<file path="src/rtl/rhd_pkg.sv">
// Shared types and opcodes for the RHD2000 command sequencer.
// Latency: n/a (types, constants and one helper function only).
// Backpressure: n/a.
package rhd_pkg;

    // Two-bit opcodes occupy command bits [15:14]; CALIBRATE is a full byte.
    localparam logic [1:0] OP_CONVERT   = 2'b00;
    localparam logic [7:0] OP_CALIBRATE = 8'h55;
    localparam logic [1:0] OP_WRITE     = 2'b10;
    localparam logic [1:0] OP_READ      = 2'b11;
    localparam logic [5:0] DUMMY_REG    = 6'd63;

    // What a finished frame's result (returned two frames later) is for.
    typedef enum logic [1:0] {
        NONE,
        CONV,
        HOSTREAD,
        OTHER
    } tag_kind_e;

    typedef struct packed {
        tag_kind_e  kind;
        logic [5:0] chan;
    } tag_t;

    typedef enum logic [2:0] {
        ST_IDLE,
        ST_INIT,
        ST_CAL,
        ST_CALWAIT,
        ST_SWEEP,
        ST_HOST,
        ST_FLUSH
    } seq_state_e;

    // Per-frame handshake with the SPI master.
    typedef enum logic [1:0] {
        PH_ISSUE,
        PH_WAIT_DONE,
        PH_WAIT_IDLE,
        PH_GAP
    } phase_e;

    function automatic logic [15:0] cmd_read(input logic [5:0] reg_addr);
        return {OP_READ, reg_addr, 8'h00};
    endfunction

endpackage

</file>
<file path="src/rtl/rhd_tag_pipe.sv">
// Two-deep tag shift register; steers each popped result to the sample or host-read output.
// Latency: outputs register one cycle after push. Ports: push/flush/push_tag/result in; sample_* and host_r* out.
// Backpressure: none; outputs are one-cycle pulses the consumer must take.
module rhd_tag_pipe
    import rhd_pkg::*;
(
    input  logic        clk,
    input  logic        rstn,
    input  logic        push,
    input  logic        flush,
    input  tag_t        push_tag,
    input  logic [15:0] result,
    output logic        sample_valid,
    output logic [5:0]  sample_chan,
    output logic [15:0] sample_data,
    output logic        host_rvalid,
    output logic [7:0]  host_rdata
);

    localparam tag_t TAG_EMPTY = '{kind: NONE, chan: 6'd0};

    tag_t        tag0_q, tag0_d;   // frame that just finished
    tag_t        tag1_q, tag1_d;   // frame finished one frame earlier
    logic        sample_valid_q, sample_valid_d;
    logic [5:0]  sample_chan_q, sample_chan_d;
    logic [15:0] sample_data_q, sample_data_d;
    logic        host_rvalid_q, host_rvalid_d;
    logic [7:0]  host_rdata_q, host_rdata_d;

    always_comb begin
        tag0_d         = tag0_q;
        tag1_d         = tag1_q;
        sample_valid_d = 1'b0;
        sample_chan_d  = sample_chan_q;
        sample_data_d  = sample_data_q;
        host_rvalid_d  = 1'b0;
        host_rdata_d   = host_rdata_q;
        if (flush) begin
            tag0_d = TAG_EMPTY;
            tag1_d = TAG_EMPTY;
        end else if (push) begin
            tag0_d = push_tag;
            tag1_d = tag0_q;
            // The result arriving now belongs to the frame two back (tag1).
            unique case (tag1_q.kind)
                CONV: begin
                    sample_valid_d = 1'b1;
                    sample_chan_d  = tag1_q.chan;
                    sample_data_d  = result;
                end
                HOSTREAD: begin
                    host_rvalid_d = 1'b1;
                    host_rdata_d  = result[7:0];
                end
                default: ;
            endcase
        end
    end

    always_ff @(posedge clk) begin
        if (!rstn) begin
            tag0_q         <= TAG_EMPTY;
            tag1_q         <= TAG_EMPTY;
            sample_valid_q <= 1'b0;
            sample_chan_q  <= 6'd0;
            sample_data_q  <= 16'd0;
            host_rvalid_q  <= 1'b0;
            host_rdata_q   <= 8'd0;
        end else begin
            tag0_q         <= tag0_d;
            tag1_q         <= tag1_d;
            sample_valid_q <= sample_valid_d;
            sample_chan_q  <= sample_chan_d;
            sample_data_q  <= sample_data_d;
            host_rvalid_q  <= host_rvalid_d;
            host_rdata_q   <= host_rdata_d;
        end
    end

    assign sample_valid = sample_valid_q;
    assign sample_chan  = sample_chan_q;
    assign sample_data  = sample_data_q;
    assign host_rvalid  = host_rvalid_q;
    assign host_rdata   = host_rdata_q;

endmodule

</file>
<file path="src/rtl/rhd_command_sequencer.sv">
// RHD2000 command sequencer: power-up dummies, CALIBRATE, then CONVERT sweeps with one host access between sweeps.
// Latency: one frame per spi_start/spi_done handshake; results emerge the cycle after the done edge of the frame two later.
// Backpressure: paced entirely by spi_done; host_req is held until host_ack at a sweep boundary.
module rhd_command_sequencer
    import rhd_pkg::*;
#(
    parameter int NUM_CHANNELS = 32,
    parameter int INIT_DUMMIES = 2,
    parameter int CAL_DUMMIES  = 9
) (
    input  logic        clk,
    input  logic        rstn,
    input  logic        enable,
    output logic        spi_start,
    output logic [31:0] spi_cmd,
    input  logic        spi_done,
    input  logic [31:0] spi_result,
    input  logic        host_req,
    input  logic        host_we,
    input  logic [5:0]  host_addr,
    input  logic [7:0]  host_wdata,
    output logic        host_ack,
    output logic        host_rvalid,
    output logic [7:0]  host_rdata,
    output logic        sample_valid,
    output logic [5:0]  sample_chan,
    output logic [15:0] sample_data,
    output logic        running
);

    localparam logic [6:0] LAST_CHAN  = 7'(NUM_CHANNELS - 1);
    localparam logic [6:0] LAST_INIT  = 7'(INIT_DUMMIES - 1);
    localparam logic [6:0] LAST_CALW  = 7'(CAL_DUMMIES - 1);
    localparam logic [6:0] LAST_FLUSH = 7'd1;

    seq_state_e  state_q, state_d;
    phase_e      phase_q, phase_d;
    logic [6:0]  cnt_q, cnt_d;          // frame index within the current state
    logic        done_prev_q, done_prev_d;
    logic        spi_start_q, spi_start_d;
    logic [31:0] spi_cmd_q, spi_cmd_d;
    logic        host_ack_q, host_ack_d;
    tag_t        cur_tag_q, cur_tag_d;  // tag of the frame currently in flight
    logic [15:0] cmd16;
    tag_t        new_tag;
    logic        push;
    logic        flush;
    logic        unused_result_hi;

    assign unused_result_hi = ^spi_result[31:16];

    // Sequencing: frame handshake phase plus the state decision taken at each frame boundary.
    always_comb begin
        state_d = state_q;
        phase_d = phase_q;
        cnt_d   = cnt_q;
        push    = 1'b0;
        flush   = 1'b0;
        done_prev_d = spi_done;
        if (state_q == ST_IDLE) begin
            phase_d = PH_GAP;
            if (enable) begin
                state_d = ST_INIT;
                cnt_d   = 7'd0;
                phase_d = PH_ISSUE;
            end
        end else begin
            unique case (phase_q)
                PH_ISSUE: phase_d = PH_WAIT_DONE;
                PH_WAIT_DONE: begin
                    // Edge, not level: a long done pulse counts as one frame.
                    if (spi_done && !done_prev_q) begin
                        push    = 1'b1;
                        phase_d = PH_WAIT_IDLE;
                    end
                end
                PH_WAIT_IDLE: begin
                    if (!spi_done) begin
                        phase_d = PH_GAP;
                        cnt_d   = cnt_q + 7'd1;
                        if (!enable && state_q != ST_FLUSH) begin
                            state_d = ST_FLUSH;
                            cnt_d   = 7'd0;
                        end else begin
                            unique case (state_q)
                                ST_INIT: if (cnt_q == LAST_INIT) begin
                                    state_d = ST_CAL;
                                    cnt_d   = 7'd0;
                                end
                                ST_CAL: begin
                                    state_d = ST_CALWAIT;
                                    cnt_d   = 7'd0;
                                end
                                ST_CALWAIT: if (cnt_q == LAST_CALW) begin
                                    state_d = ST_SWEEP;
                                    cnt_d   = 7'd0;
                                end
                                ST_SWEEP: if (cnt_q == LAST_CHAN) begin
                                    state_d = host_req ? ST_HOST : ST_SWEEP;
                                    cnt_d   = 7'd0;
                                end
                                ST_HOST: begin
                                    state_d = ST_SWEEP;
                                    cnt_d   = 7'd0;
                                end
                                ST_FLUSH: if (cnt_q == LAST_FLUSH) begin
                                    state_d = ST_IDLE;
                                    cnt_d   = 7'd0;
                                    flush   = 1'b1;
                                end
                                default: ;
                            endcase
                        end
                    end
                end
                PH_GAP: phase_d = PH_ISSUE;
                default: ;
            endcase
        end
    end

    // Frame launch: command, start pulse and tag are registered so they line up with the ISSUE cycle.
    always_comb begin
        spi_start_d = 1'b0;
        spi_cmd_d   = spi_cmd_q;
        host_ack_d  = 1'b0;
        cur_tag_d   = cur_tag_q;
        cmd16       = cmd_read(DUMMY_REG);
        new_tag     = '{kind: OTHER, chan: 6'd0};
        if (state_d != ST_IDLE && phase_d == PH_ISSUE) begin
            spi_start_d = 1'b1;
            unique case (state_d)
                ST_CAL: cmd16 = {OP_CALIBRATE, 8'h00};
                ST_SWEEP: begin
                    cmd16   = {OP_CONVERT, cnt_d[5:0], 8'h00};
                    new_tag = '{kind: CONV, chan: cnt_d[5:0]};
                end
                ST_HOST: begin
                    host_ack_d = 1'b1;
                    if (host_we) begin
                        cmd16 = {OP_WRITE, host_addr, host_wdata};
                    end else begin
                        cmd16   = {OP_READ, host_addr, 8'h00};
                        new_tag = '{kind: HOSTREAD, chan: 6'd0};
                    end
                end
                default: cmd16 = cmd_read(DUMMY_REG);
            endcase
            spi_cmd_d = {cmd16, 16'h0000};
            cur_tag_d = new_tag;
        end
    end

    always_ff @(posedge clk) begin
        if (!rstn) begin
            state_q     <= ST_IDLE;
            phase_q     <= PH_GAP;
            cnt_q       <= 7'd0;
            done_prev_q <= 1'b0;
            spi_start_q <= 1'b0;
            spi_cmd_q   <= 32'd0;
            host_ack_q  <= 1'b0;
            cur_tag_q   <= '{kind: NONE, chan: 6'd0};
        end else begin
            state_q     <= state_d;
            phase_q     <= phase_d;
            cnt_q       <= cnt_d;
            done_prev_q <= done_prev_d;
            spi_start_q <= spi_start_d;
            spi_cmd_q   <= spi_cmd_d;
            host_ack_q  <= host_ack_d;
            cur_tag_q   <= cur_tag_d;
        end
    end

    rhd_tag_pipe u_tag_pipe (
        .clk          (clk),
        .rstn         (rstn),
        .push         (push),
        .flush        (flush),
        .push_tag     (cur_tag_q),
        .result       (spi_result[15:0]),
        .sample_valid (sample_valid),
        .sample_chan  (sample_chan),
        .sample_data  (sample_data),
        .host_rvalid  (host_rvalid),
        .host_rdata   (host_rdata)
    );

    assign spi_start = spi_start_q;
    assign spi_cmd   = spi_cmd_q;
    assign host_ack  = host_ack_q;
    assign running   = (state_q == ST_SWEEP) || (state_q == ST_HOST);

endmodule

</file>
<file path="config.mk">
export PLATFORM = sky130hd
export DESIGN_NAME = rhd_command_sequencer
export DESIGN_NICKNAME = d
export VERILOG_FILES = /design/src/rtl/rhd_pkg.sv /design/src/rtl/rhd_tag_pipe.sv /design/src/rtl/rhd_command_sequencer.sv
export SDC_FILE = /design/constraint.sdc
export NUM_CORES = 1
export LEC_CHECK = 0
export BUFFER_PORTS_ARGS = -buffer_cell sky130_fd_sc_hd__buf_2
export CAP_MARGIN = 30
export CORE_MARGIN = 2
export CORE_UTILIZATION = 51
export CTS_BUF_LIST = sky130_fd_sc_hd__clkbuf_4 sky130_fd_sc_hd__clkbuf_8 sky130_fd_sc_hd__clkbuf_16
export CTS_CLUSTER_DIAMETER = 80
export DETAILED_ROUTE_END_ITERATION = 10
export GPL_ROUTABILITY_DRIVEN = 0
export MAX_ROUTING_LAYER = met4
export PLACE_DENSITY = 0.79
export SLEW_MARGIN = 20
export SYNTH_ARGS = -nofsm -noshare
export SYNTH_HDL_FRONTEND = slang
export SYNTH_SLANG_ARGS = --single-unit
export TNS_END_PERCENT = 1
</file>
<file path="constraint.sdc">
create_clock -name clk -period 3.2 [get_ports clk]
set_input_delay 0.64 -clock clk [delete_from_list [all_inputs] [get_ports clk]]
set_output_delay 0.64 -clock clk [all_outputs]
set_load 0.02 [all_outputs]
</file>
# Yosys cells after proc, flatten, opt, wreduce, memory -nomap -nowiden

Index checks and enable logic that the tools add are counted.
W data, S select, Z words.

Flip-flop bits (word level): 87
Bits of input ports: 52
Output and inout port bits: 67

$add $sub $neg: 1
Eq/ne operators: 20
Multiplexer cells: 42
Bitwise logic cells: 3
Reduce and logical (&&, ||, !) cells: 19

Operators with widths:

| cell                  | number |
|---|---|
| $mux W7               | 9 |
| $pmux W16 S3          | 1 |
| $pmux W7 S4           | 1 |
| $mux W3               | 9 |
| $pmux W3 S6           | 1 |
| $pmux W8 S2           | 1 |
| $eq A3 B3 Y1 const B  | 5 |
| $mux W15              | 1 |
| $mux W1               | 14 |
| $eq A3 B2 Y1 const B  | 3 |
| $reduce_and A3 Y1     | 3 |
| $mux W2               | 4 |
| $pmux W2 S4           | 1 |
| $add A7 B1 Y7 const B | 1 |
| $eq A7 B1 Y1 const B  | 1 |
| $eq A7 B4 Y1 const B  | 1 |
| $eq A7 B5 Y1 const B  | 1 |
| $eq A2 B2 Y1 const B  | 3 |
| $reduce_or A2 Y1      | 3 |
| $eq A2 B1 Y1 const B  | 2 |
| $logic_not A2 Y1      | 2 |
| $eq A3 B1 Y1 const B  | 1 |
| $logic_and A1 B1 Y1   | 3 |
| $logic_not A3 Y1      | 1 |
| 10 further kinds      | 13 |

# Depth between registers and ports, before layout

Gate-level depths: netlist (run 1).

Depth after elaboration: 10
Mapped depth: 11

# By module

From an unflattened synthesis (run 1), not the netlist that was laid out.

Cell total of the unflattened synthesis: 459
Area, all modules: 4091.4 um2

Modules (own cells, without submodules):

| module                | times used | cells each | area an instance (um2) | seq. area each (um2) |
|---|---|---|---|---|
| rhd_command_sequencer | 1          | 277        | 2283.4                 | 780.7 |
| rhd_tag_pipe          | 1          | 182        | 1808.0                 | 960.9 |

# Worst setup path after synthesis (run 1)

Ideal clock, no wire load.

Path type: input port to flip-flop
From: in spi_done
To: reg spi_cmd_q[16] (netlist: spi_cmd[16])
Library setup time: 59 ps
Arrival time: 2508 ps
Slack: 633 ps
Stages on the path: 9
Cell sequence: or3b_1 buf_2 a311oi_2 nor4b_4 o32ai_2 nor3_2 and3_1 buf_4 a22o_1

Longest elaborated chain between the ends: 6

RTL lines:

| item                                                                 | RTL line                     | RTL |
|---|---|---|
| from (decl)                                                          | rhd_command_sequencer.sv:16  | `input logic spi_done,` |
| parallel branches: the longest is 6 deep, another holds $pmux W16 S3 | -                            |  |
| to (signal assigned)                                                 | rhd_command_sequencer.sv:170 | `spi_cmd_q <= spi_cmd_d;` |
| to (decl)                                                            | rhd_command_sequencer.sv:41  | `logic [31:0] spi_cmd_q, spi_cmd_d;` |

Parallel ways; which one is timed is not known.
A chain may end at the register's enable or synchronous reset.

# Worst setup path in the final report (run 1)

From: reg state_q[1]
To: reg spi_cmd_q[30] (netlist: spi_cmd[30])

Longest elaborated chain between the ends: 8

RTL lines:

| item                                                | RTL line                                                   | RTL |
|---|---|---|
| from (decl)                                         | rhd_command_sequencer.sv:36                                | `seq_state_e state_q, state_d;` |
| from (signal assigned)                              | rhd_command_sequencer.sv:165                               | `state_q <= state_d;` |
| $eq A3 B3 Y1 (tied with other cells)                | rhd_command_sequencer.sv:85                                | `unique case (state_q)` |
| $pmux W3 S6 or $logic_and A1 B1 Y1 (tied branches)  | rhd_command_sequencer.sv:85, rhd_command_sequencer.sv:81   |  |
| $mux W3                                             | rhd_command_sequencer.sv:81                                | `if (!enable && state_q != ST_FLUSH) begin` |
| $mux W3                                             | rhd_command_sequencer.sv:78                                | `if (!spi_done) begin` |
| $mux W3                                             | rhd_command_sequencer.sv:68                                | `unique case (phase_q)` |
| $mux W3                                             | rhd_command_sequencer.sv:60                                | `if (state_q == ST_IDLE) begin` |
| $eq A3 B3 Y1 (tied with other cells)                | rhd_command_sequencer.sv:132                               | `unique case (state_d)` |
| $pmux W16 S3 or $logic_and A1 B1 Y1 (tied branches) | rhd_command_sequencer.sv:132, rhd_command_sequencer.sv:130 |  |

Several ways; a longest one is shown, not always the timed one.

==> results.tsv, run 1 <==
metric	value	unit
run status	finished clean	
relative slew slack	46.5	%
vias per cell	5.40	
final cell count without fillers	650	
skew final	0.0160	ns
synthesized cell area	3940	um^2
min-delay worst type	reg2reg	
CTS buffer count	9	
post-synth top area share	44.2	%
Post-synth ARST share	0	%
critical path, cell by cell	inv_1 -> ha_1 -> nor2b_1 -> and2_1 -> o21bai_1 -> o31a_1 -> nor2_1 -> a311oi_1	
# nets final	602	
maximum vdd drop	0.000404	V
Worst-Skew Late Latency	0.36	ns
critical path peak fanout	9	
synth unique cells	63	
Routed WL per cell	13.6	um
CTS H-tree lvls	3	
number of flops mapped to enable cells by yosys	0	
period utilisation layout	92.4	%
total track usage	21.7	%
Synth area leaders	dfxtp_1, nand2_1, a21oi_1	
Post-synth top cells	nand2_1, dfxtp_1, a21oi_1, nor2_1	
TritonCTS clock tree	yes	
RSZ-0062 raised after global routing	false	
root buf cell	clkbuf_8	
synthesized area per cell	8.53	um^2
CP Launch Type	flop	
Worst Setup End Kind	flop	
CP required	3.45	ns
Worst path max stage delay	0.52	ns
Ant. Diodes	0	
initial core utilization	51.8	%
Die H	91.9	um
warnings from Yosys	0	
vias in the first global route	3168	
antenna viol nets, final	0	
TritonRoute pass-1 iters	5	
# hold bufs at CTS	0	
Final Core Density	60.7	%
Port Buffers	86	
Slowest-stage cell, CP	nor2b_1	
critical path type	reg2reg	
clock sink total	87	
Lkg Pwr	0.00194	uW
hpwl dp	6340	um
Reg clk slew, reported paths	0.10	ns
pin count of the biggest net entering global routing	36	
Die Wd	91.9	um
Final Worst Setup Slack	0.243	ns
Seq cells post-synth	87	
Final Slew Violations	0	
Least-Margin Pin Slew	0.801	ns
fin area	4620	um^2
Post-Syn Instances	462	
Area after DPL	4410	um^2
Pwr Density	477	nW/um^2
initial antenna violation count	0	
fmax	338	MHz
CP Data Arrival Time	3.21	ns
die area	8440	um^2
HP Start	u_tag_pipe.tag0_q[3]	
Setup crit start	state_q[1]	
final setup TNS	0	ns
Area Overhead vs Synth	17.1	%
Rows	32	
count leader, synth	nand2_1	
Seq/Total Area, Yosys	44.2	%
Hold Fails Final Rpt	0	
Final Routed Wirelength	8840	um
Tmin final	2.96	ns
wire length of the first global-routing pass	14600	um
clk buf depth	2	
ys flop type	dfxtp_1	
final setup violating endpoints	0	
Boundary Pins	119	
DRC Markers	0	
drt initial violations	174	
share of layout cells above drive strength 1	23.4	%
pre-CTS WS	0.150	ns
cell type with the largest total area after synthesis	dfxtp_1	
Vias	3512	
crit path buf inv count	1	
MaxCap Viol Count	0	
Core Box Area	7610	um^2
Cells after DPL	634	
fillcell total	679	
GRT overflow	0	
CP top delay family	compound AO/OA/AOI/OAI gates	
RR Startpoint	state_q[1]	
-- tightest hold or removal path, cell delays in order (launching register included) --
cell,delay [ns]
dfxtp_1,0.32
nand2_1,0.05
a21oi_1,0.05
-- power breakdown --
group	switching [uW]	internal, uW
combinational	220	116
sequential	21.7	1110
clock	427	305
-- final cells by class --
cell class	instances	area (um^2)	area share [%]
multi-input cells	339	2000	43.3
flip-flops and latches	87	1740	37.7
repair buffers	98	520	11.3
well taps	102	128	2.76
clock buffers	9	124	2.68
clock inverters	7	72.6	1.57
inverters	8	30.0	0.651
-- registers in the layout, indices dropped and copies added, names as in the netlist, 2 cells and up --
| signal | cells |
|---|---|
| phase_q | 2 |
| spi_cmd | 16 |
| cur_tag_q | 8 |
| u_tag_pipe.sample_chan | 6 |
| u_tag_pipe.tag0_q | 8 |
| u_tag_pipe.host_rdata | 8 |
| u_tag_pipe.sample_data | 16 |
| cnt_q | 7 |
| state_q | 3 |
| u_tag_pipe.tag1_q | 8 |
-- final timing paths --
kind,to,slack [ns],cells after the start
worst max-delay path,spi_cmd[30],0.24,8
worst min-delay path,u_tag_pipe.tag1_q[3],0.45,2
worst max register to register,spi_cmd[30],0.24,8
worst min register to register,u_tag_pipe.tag1_q[3],0.45,2
-- logic make-up (layout without fill, tap and decap cells) --
family          Yosys count  in the layout  synth area share [%]
mux                      11             11                  2.83
other cells               1             16                0.0952
simple gates            192            192                  24.5
flops                    87             87                  44.2
fa+ha+maj                 7              7                  2.22
compound gates          113            113                  19.3
buf+inv                  51            122                  6.89
-- stage by stage --
stage / hold slack (ns) / power [uW]
5_1_grt: 0.471 / 2300
4_1_cts: 0.449 / 2220
2_1_floorplan: 0.427 / 1400
3_3_place_gp: 0.439 / 1480
6_report: 0.453 / 2200
3_5_place_dp: 0.445 / 1490
-- cell usage in the layout, fill, tap and decap left out, types with 3 or more instances in the layout --
cell type and count:
a21oi_1 50, a22o_1 9, a31oi_1 4, and2_1 8, and3_1 4, buf_2 86
buf_4 12, clkbuf_8 9, conb_1 16, dfxtp_1 87, ha_1 7, inv_1 8
mux2i_1 10, nand2_1 94, nand2b_1 8, nand3_1 15, nand4_1 5, nor2_1 24
nor2b_1 6, nor3_1 5, nor4_1 3, o2111ai_1 4, o21a_1 3, o21ai_0 10
o21ai_1 5
-- repair_timing --
action | in CTS | in global routing
gates resized for setup | 0 | 1
setup endpoints to repair | 0 | 12
setup buffers | 0 | 0
-- routing by layer --
layer	GRT usage [%]	part of all wire [%]	wire, um
met1	27.5	44	3900
met2	35.4	48	4270
met3	3.78	5.9	519
met4	6.97	1.7	147
met5	-	0	0
No activity file was read; power rests on OpenSTA's default activity.
==> run 2: changes to the inputs <==
Clock period 3.2 ns to 2.85 ns, I/O delays scaled along.
==> run 2 against run 1 <==
Effect of this change:
- clock power rose by 16%
- register-to-register slack worse by 0.09 ns
- count of clock-buffer cells in the layout is the same
- largest cell class unchanged
==> results.tsv, run 2 (same netlist as run 1, synthesis figures left out) <==
metric	value	unit	change
critical path peak fanout	8		-1
vias per cell	5.45		+0.94%
most common cell after layout, fill and taps aside	nand2_1		
PnR Total Power	2530	uW	+15%
Boundary Pins	119		unchanged
HP Start	host_wdata[1]		
vias in the first global route	3395		+7.2%
switching power	783	uW	+17%
Gate power share	15.9	%	+0.6 points
Clk network pwr share	33.5	%	+0.3 points
Pwr Density	536	nW/um^2	+12%
Core Box Area	7610	um^2	unchanged
final setup violating endpoints	0		unchanged
Port Buffers	86		unchanged
Final Routed Wirelength	9250	um	+4.7%
Routed WL per cell	14.0	um	+2.9%
maximum vdd drop	0.000499	V	+23%
# nets final	613		+1.8%
Worst Setup End Kind	flop		
antenna viol nets, final	0		unchanged
DRC Markers	0		unchanged
initial antenna violation count	0		unchanged
Area after DPL	4490	um^2	+1.9%
# Post-CTS Setup Buffers	0		unchanged
period utilisation layout	94.8	%	+2.4 points
Die H	91.9	um	unchanged
met1 usage	28.8	%	+1.3 points
CP Data Arrival Time	3.00	ns	-0.21 ns
CTS buffer count	9		unchanged
Reg2Reg Setup Slack	0.15	ns	-0.09 ns
min-delay worst type	in2reg		
Reg clk slew, reported paths	0.10	ns	about the same
Area Overhead vs Synth	19.6	%	
Net Sw Frac	31.0	%	+0.62 points
Int Pwr	1740	uW	+14%
pre-CTS WS	-0.0204	ns	-0.170 ns
Multi-input gate area	2010	um^2	+0.44%
MaxCap Viol Count	0		unchanged
TritonRoute pass-1 iters	5		unchanged
GRT overflow	0		unchanged
worst hold path stage count	2		unchanged
drt initial violations	213		+22%
Vias	3605		+2.6%
hpwl dp	6620	um	+4.5%
flip-flop and latch area	1740	um^2	unchanged
skew final	0.0220	ns	+0.00607 ns
worst reg2reg path depth	9		+1
fillcell total	641		-5.6%
run status	finished clean		
pin count of the biggest net entering global routing	36		unchanged
CP required	3.15	ns	-0.30 ns
# hold bufs at CTS	0		unchanged
grt met3 use	3.86	%	+0.082 points
RR Startpoint	state_q[1]		
Final Worst Setup Slack	0.148	ns	-0.0946 ns
initial core utilization	51.8	%	unchanged
clock sink total	87		unchanged
met2 Use GR	36.7	%	+1.3 points
CP Launch Type	flop		
die area	8440	um^2	unchanged
total track usage	22.8	%	+1.1 points
Hold Fails Final Rpt	0		unchanged
CTS H-tree lvls	3		unchanged
critical path type	reg2reg		
Least-Margin Pin Slew	0.667	ns	-0.133 ns
root buf cell	clkbuf_8		
relative slew slack	55.3	%	+8.8 points
global routing's busiest layer	met2		
reg-to-reg critical path endpoint	spi_cmd[16]		
Lkg Pwr	0.00200	uW	+2.8%
final setup TNS	0	ns	unchanged
commonest non-fill, non-tap cells in the layout	nand2_1, dfxtp_1, buf_2, a21oi_1, nor2_1		
hold slack	0.426	ns	-0.0269 ns
TritonCTS clock tree	yes		
Ant. Diodes	0		unchanged
fin area	4710	um^2	+2.1%
Hold Path Sink	spi_cmd[17]		
Die Wd	91.9	um	unchanged
clk buf depth	2		unchanged
Seq pwr share	50.5	%	-1.0 points
Final Slew Violations	0		unchanged
wire length of the first global-routing pass	15300	um	+4.7%
Rows	32		unchanged
Worst-Skew Late Latency	0.36	ns	about the same
share of layout cells above drive strength 1	24.9	%	+1.5 points
Tmin final	2.70	ns	-0.255 ns
fmax	370	MHz	+9.5%
RSZ-0062 raised after global routing	false		
[run 2: cell count changes in the layout (fill, tap and decap cells not counted), sizes merged]
cell and delta:
buf +11
[run 2: critical path, cell delays in order, from the launching register on]
cell	delay, ns
dfxtp_1	0.32
inv_1	0.13
ha_1	0.33
a21oi_1	0.16
a311oi_1	0.39
nand4bb_1	0.19
and2_0	0.32
o31a_1	0.42
nor2_4	0.22
a22o_1	0.16
[run 2: what timing repair did]
action | in CTS | in global routing
setup endpoints to repair | 0 | 15
endpoints found under the hold margin | 0 | 0
resized for setup | 0 | 2
[run 2: metal layers]
layer	routed length (um)	up-vias	part of all wire (%)
met4	172	0	1.9
met1	4040	1675	44
met2	4510	140	49
met5	0	-	0
met3	530	20	5.7
li1	-	1770	-
[run 2: how the worst max path moves through the flow]
stage,from,end,cells after the start
2_1_floorplan,spi_done,spi_cmd[16],9
3_3_place_gp,spi_done,cur_tag_q[4],9
3_5_place_dp,spi_done,cur_tag_q[4],9
4_1_cts,state_q[0],spi_cmd[16],9
5_1_grt,state_q[1],spi_cmd[19],8
6_report,state_q[1],spi_cmd[16],9
[run 2: layout make-up]
type	instances	share of cell area (%)
Clock buffer	9	2.63
Clock inverter	7	1.65
Inverter	8	0.637
Multi-Input combinational cell	339	42.6
Sequential cell	87	37.0
Tap cell	102	2.71
Timing Repair Buffer	109	12.8
[run 2: power groups by stage]
stage	logic, uW	clock network (uW)	registers (uW)
after floorplan	250	0	1320
after global placement	379	0	1300
after detailed placement	389	0	1300
after CTS	393	862	1280
after global routing	436	924	1280
final	402	847	1280
[run 2: metrics by stage]
stage | utilization [%] | std cells
CTS | 61.7 | 661
floorplan | - | 477
finish | 61.9 | 661
detailed placement | 59.0 | 645
global route | 61.9 | 661
global placement | 59.0 | 645
